## src/rtl/cam_pkg.sv

```systemverilog
// Shared camera/frame-buffer definitions: FSM encoding, RGB444 field widths and
// the default decimated frame geometry used by the capture, processing and VGA blocks.
package cam_pkg;

  typedef enum logic [1:0] {
    S_IDLE  = 2'd0,
    S_SYNC  = 2'd1,
    S_FRAME = 2'd2
  } cam_state_t;

  localparam int CAM_R_W   = 4;
  localparam int CAM_G_W   = 4;
  localparam int CAM_B_W   = 4;
  localparam int CAM_PIX_W = CAM_R_W + CAM_G_W + CAM_B_W;

  localparam int CAM_H_PIX = 160;
  localparam int CAM_V_PIX = 120;
  localparam int CAM_DEC   = 4;

endpackage

```

## src/rtl/cam_edge_det.sv

```systemverilog
// Single-register synchroniser with rise/fall pulses taken against the previous
// registered sample, so edge pulses trail the pin by one cycle.
module cam_edge_det (
  input  logic i_clk,
  input  logic i_reset,
  input  logic i_sig,
  output logic o_lvl,
  output logic o_rise,
  output logic o_fall
);

  logic r_q;
  logic r_prev;

  always_ff @(posedge i_clk) begin
    if (i_reset) begin
      r_q    <= 1'b0;
      r_prev <= 1'b0;
    end else begin
      r_q    <= i_sig;
      r_prev <= r_q;
    end
  end

  assign o_lvl  = r_q;
  assign o_rise = r_q & ~r_prev;
  assign o_fall = ~r_q & r_prev;

endmodule

```

## src/rtl/cam_capture_rgb444.sv

```systemverilog
// OV7670 RGB444 capture: assembles byte pairs into pixels, decimates by DEC on both
// axes and writes the kept pixels in raster order to the frame buffer write port.
module cam_capture_rgb444
  import cam_pkg::*;
#(
  parameter int AW    = 15,
  parameter int DW    = CAM_PIX_W,
  parameter int H_PIX = CAM_H_PIX,
  parameter int V_PIX = CAM_V_PIX,
  parameter int DEC   = CAM_DEC,
  parameter int SRC_W = 10
) (
  input  logic          clk_w,
  input  logic          reset,
  input  logic          capture_en,
  input  logic          vsync,
  input  logic          href,
  input  logic [7:0]    px_data,
  output logic [AW-1:0] addr_in,
  output logic [DW-1:0] data_in,
  output logic          regwrite,
  output logic          frame_done,
  output logic          busy
);

  localparam int OCW = $clog2(H_PIX + 1);
  localparam int ORW = $clog2(V_PIX + 1);
  localparam logic [SRC_W-1:0] DEC_MASK  = SRC_W'(DEC - 1);
  localparam logic [SRC_W-1:0] SRC_MAX   = '1;
  localparam logic [OCW-1:0]   H_LIM     = OCW'(H_PIX);
  localparam logic [ORW-1:0]   V_LIM     = ORW'(V_PIX);
  localparam logic [AW-1:0]    LINE_STEP = AW'(H_PIX);

  logic w_vs_lvl, w_vs_rise, w_vs_fall;
  logic w_href_lvl, w_href_rise, w_href_fall;
  logic w_unused;

  cam_edge_det u_vs_edge (
    .i_clk   (clk_w),
    .i_reset (reset),
    .i_sig   (vsync),
    .o_lvl   (w_vs_lvl),
    .o_rise  (w_vs_rise),
    .o_fall  (w_vs_fall)
  );

  cam_edge_det u_href_edge (
    .i_clk   (clk_w),
    .i_reset (reset),
    .i_sig   (href),
    .o_lvl   (w_href_lvl),
    .o_rise  (w_href_rise),
    .o_fall  (w_href_fall)
  );

  assign w_unused = w_vs_lvl ^ w_href_rise;

  cam_state_t         r_state;
  logic               r_phase;
  logic [CAM_R_W-1:0] r_red;
  logic [7:0]         r_px_p0;
  logic [SRC_W-1:0]   r_src_col;
  logic [SRC_W-1:0]   r_src_line;
  logic [OCW-1:0]     r_out_col;
  logic [ORW-1:0]     r_out_row;
  logic [AW-1:0]      r_line_base;

  logic                 w_line_kept;
  logic                 w_keep;
  logic [AW-1:0]        w_addr;
  logic [CAM_PIX_W-1:0] w_pix;

  assign w_line_kept = ((r_src_line & DEC_MASK) == '0) && (r_out_row < V_LIM);
  assign w_keep      = w_line_kept && ((r_src_col & DEC_MASK) == '0) && (r_out_col < H_LIM);
  assign w_addr      = r_line_base + AW'(r_out_col);
  assign w_pix       = {r_red, r_px_p0};

  // p0: data bus registered alongside the synchronised href
  always_ff @(posedge clk_w) begin
    r_px_p0 <= px_data;
    if (r_state == S_FRAME && w_href_lvl && !r_phase) begin
      r_red <= r_px_p0[CAM_R_W-1:0];
    end
  end

  // p1: framing FSM, counters and registered write port
  always_ff @(posedge clk_w) begin
    if (reset) begin
      r_state     <= S_IDLE;
      r_phase     <= 1'b0;
      r_src_col   <= '0;
      r_src_line  <= '0;
      r_out_col   <= '0;
      r_out_row   <= '0;
      r_line_base <= '0;
      addr_in     <= '0;
      data_in     <= '0;
      regwrite    <= 1'b0;
      frame_done  <= 1'b0;
      busy        <= 1'b0;
    end else begin
      regwrite   <= 1'b0;
      frame_done <= 1'b0;
      case (r_state)
        S_IDLE: begin
          if (w_vs_rise && capture_en) begin
            r_state <= S_SYNC;
          end
        end
        S_SYNC: begin
          if (w_vs_fall) begin
            r_state     <= S_FRAME;
            busy        <= 1'b1;
            r_phase     <= 1'b0;
            r_src_col   <= '0;
            r_src_line  <= '0;
            r_out_col   <= '0;
            r_out_row   <= '0;
            r_line_base <= '0;
          end
        end
        S_FRAME: begin
          if (w_href_lvl) begin
            r_phase <= ~r_phase;
            if (r_phase) begin
              if (w_keep) begin
                regwrite  <= 1'b1;
                addr_in   <= w_addr;
                data_in   <= DW'(w_pix);
                r_out_col <= r_out_col + 1'b1;
              end
              if (r_src_col != SRC_MAX) begin
                r_src_col <= r_src_col + 1'b1;
              end
            end
          end else if (w_href_fall) begin
            r_phase   <= 1'b0;
            r_src_col <= '0;
            if (r_src_line != SRC_MAX) begin
              r_src_line <= r_src_line + 1'b1;
            end
            if (w_line_kept) begin
              r_out_row   <= r_out_row + 1'b1;
              r_line_base <= r_line_base + LINE_STEP;
              r_out_col   <= '0;
            end
          end
          // Frame end overrides line bookkeeping; a half-assembled pixel is dropped.
          if (w_vs_rise) begin
            frame_done <= 1'b1;
            busy       <= 1'b0;
            r_phase    <= 1'b0;
            r_state    <= capture_en ? S_SYNC : S_IDLE;
          end
        end
        default: begin
          r_state <= S_IDLE;
          busy    <= 1'b0;
        end
      endcase
    end
  end

endmodule

```

## config.mk

```make
export PLATFORM = sky130hd
export DESIGN_NAME = cam_capture_rgb444
export DESIGN_NICKNAME = d
export VERILOG_FILES = /design/src/rtl/cam_pkg.sv /design/src/rtl/cam_edge_det.sv /design/src/rtl/cam_capture_rgb444.sv
export SDC_FILE = /design/constraint.sdc
export NUM_CORES = 1
export LEC_CHECK = 0
export CORE_MARGIN = 4
export CORE_UTILIZATION = 30
export CTS_CLUSTER_SIZE = 25
export DETAILED_ROUTE_END_ITERATION = 12
export PLACE_DENSITY = 0.49
export SLEW_MARGIN = 20
export SYNTH_ARGS = -nofsm -noshare
export SYNTH_HDL_FRONTEND = slang
export SYNTH_SLANG_ARGS = --single-unit
```

## constraint.sdc

```tcl
create_clock -name clk_w -period 2.3 [get_ports clk_w]
set_clock_uncertainty 0.05 [all_clocks]
set_input_delay 0.345 -clock clk_w [delete_from_list [all_inputs] [get_ports clk_w]]
set_output_delay 0.345 -clock clk_w [all_outputs]
set_load 0.03 [all_outputs]
```

==> flow_summary.toml <==
[global_route]
track_usage = 0.119
gr-total-overflow = 0
grt_pass1_vias = 3188
grt_pass1_wl_mm = 15.2
grt_max_degree = 34
antenna_found_initial = 0

[timing]
slew_headroom = 0.356
fin_crit_sh = 0.934
timing.final.max_slew_violations = 0
fin_tns_setup_ps = 0
rsz0062_at_grt = "false"
timing.fmax_mhz = 466
tightest_slew_ps = 959
setup_viol = 0
min_period_ps = 2150
hold_viol_final = 0

[synth]
synth_top_area_share = 0.443
synth.area.top_cells = "dfxtp_1 44%, nand2_1 5.7%, a21oi_1 5.7%"
ys_ff_latch = 94
ys.flop_type = "dfxtp_1"
post-synth-top-area-cell = "dfxtp_1"
syn_nets = 494
postSynth.asyncResetShare = 0
synth_seq_area_share = 0.473
syn_area_um2 = 4070
syn_avg_cell_area_um2 = 8.70
syn_inst = 467
yosys_warnings = 0
synth_edf_count = 4
ys_types = 51

[hold_path]
hp-class = "input port to register"

[final_layout]
final_cell_mix = "90 x dfxtp_1, 62 x nand2_1, 46 x a21oi_1"
drive_gt1_frac = 0.0621
fin_area_um2 = 5000
fin_cells = 691
final_nets = 537
syn_to_final_growth_pct = 23.1
antenna_cells = 0
mostFrequentLayoutCell = "dfxtp_1"

[run_status]
status = "finished, final reports clean"

[die]
fp.dieArea_um2 = 15500
die_h_um = 124
die_x_um = 124
fp.coreArea_um2 = 13200
start_util = 0.307
ios = 43
rows = 42

[critical_path]
path_cells = "inv_1 > ha_1 > buf_4 > and3_1 > nand4_1 > nand4_1 > or3_1 > a21oi_1"
cp_num_buf_inv = 2
crit_required_ps = 2520
critPathKind = "register to register"
critPathLaunchType = "register"
cpMaxStageDelayCell = "or3_1"
cp.arrival_ps = 2370
cpLargestDelayFamily = "simple AND/OR/NAND/NOR gates"
crit_path_frequent_cell = "nand4_1"
critPathMaxFanout = 19
critPathCaptureType = "register"
critPathMaxStageDelay_ps = 400

[power_and_ir_drop]
cellPowerDensity_nw_per_um2 = 834
peakVddDrop_mv = 0.308
finalPower_mw = 4.17
power_leakage_nw = 1.70

[route]
drt_iter0_markers = 132
dr.pass1.iters = 5
post_drt_via_cell_ratio = 4.82
wire_per_inst_um = 13.2
drc = 0
ant_nets = 0
drt_wl_total_mm = 9.09
vias = 3328

[clock_tree]
clockBufferDepth = 2
ctsResizeCount = 0
cts_made_buffers = 9
root_buffer = "clkbuf_16"
htreeDepth = 3
cts_sinks = 94
cts_hold_buf = 0
clk_pin_slew_ps = 70
clock_latency_ps = 340
cts_tree = "built"
post-cts-setup-buffers = 0

[placement]
portBuffers = 42
place_area_um2 = 4700
placed_cells = 675
gp_congestion = 0.727
dp_hpwl_mm = 6.49

[job]
maxCapViolations = 0
[logic make-up after synthesis]
group / after synthesis / share of synthesized area
and+or+nand+nor: 194 / 0.230
AOI/OAI and AO/OA: 99 / 0.149
DFF: 94 / 0.473
buffers and inverters: 35 / 0.0354
xor gates and xnor gates: 25 / 0.0539
adders and majority gates: 14 / 0.0431
muxes: 6 / 0.0160
[power by group]
group	leakage [nW]	total [mW]	switching (mW)	internal, mW
Clock	0.143	1.51	0.627	0.879
Sequential	0.765	1.74	0.0454	1.69
Combinational	0.791	0.926	0.593	0.333
[metal layers]
metal | wire, um | global-route usage
met1 | 4430 | 0.152
met2 | 4230 | 0.191
met3 | 343 | 0.0403
met4 | 89 | 0.0348
met5 | 0 | 0
[stage by stage]
stage | util | hold WS, ps | setup WS, ps
5_1_grt | 0.378 | 334 | 0.955
2_1_floorplan | - | 323 | 381
3_5_place_dp | 0.355 | 366 | 159
6_report | 0.378 | 310 | 152
4_1_cts | 0.378 | 304 | 136
3_3_place_gp | 0.355 | 364 | 247
[worst reg2reg max path: cells and delay by family, from the launching register on]
family	cells	cell delay (ps)
simple gates	4	1010
flops	1	380
buf+inv	2	280
fa+ha+maj	1	210
compound gates	1	140
[cells in the mapped netlist, drive strengths merged (4+ instances only)]
cell     n
a211oi  13
nand3   19
nor3     9
inv     15
and3    11
clkbuf  14
ha      14
xnor2   15
xor2    10
nor4     4
dfxtp   90
nand2   62
edfxtp   4
nand4   10
o21ai   16
or3     14
buf      6
nor2b    5
nor2    43
mux2     4
nand2b   5
a21oi   46
[flip-flops by register name (all words and copies together), names as in the netlist, 2 cells and up]
signal	cells
r_state	2
data_in	12
r_src_line	10
r_src_col	10
r_line_base	10
r_red	4
r_out_col	8
addr_in	15
r_out_row	7
r_px_p0	8
[worst paths after layout]
check                          startpoint  slack [ps]                          end  depth (start not counted)
setup / recovery  r_state[0]$_SDFFE_PP0P_         150    r_src_col[9]$_SDFFE_PP0P_                          8
hold / removal                      reset         310  r_line_base[5]$_SDFFE_PP0P_                          2
setup reg to reg  r_state[0]$_SDFFE_PP0P_         150    r_src_col[9]$_SDFFE_PP0P_                          8
hold reg to reg        r_px_p0[6]$_DFF_P_         380      data_in[6]$_SDFFE_PP0P_                          2
[cell type report]
class / instances / area (um2)
fill: 1367 / 8240
multi-input combinational: 338 / 2000
sequential: 94 / 1920
timing repair buffer: 52 / 503
clock buffer: 12 / 246
tap: 176 / 220
inverter: 15 / 56.3
clock inverter: 4 / 55.1
Note: power is estimated with default switching activity, not from simulation.
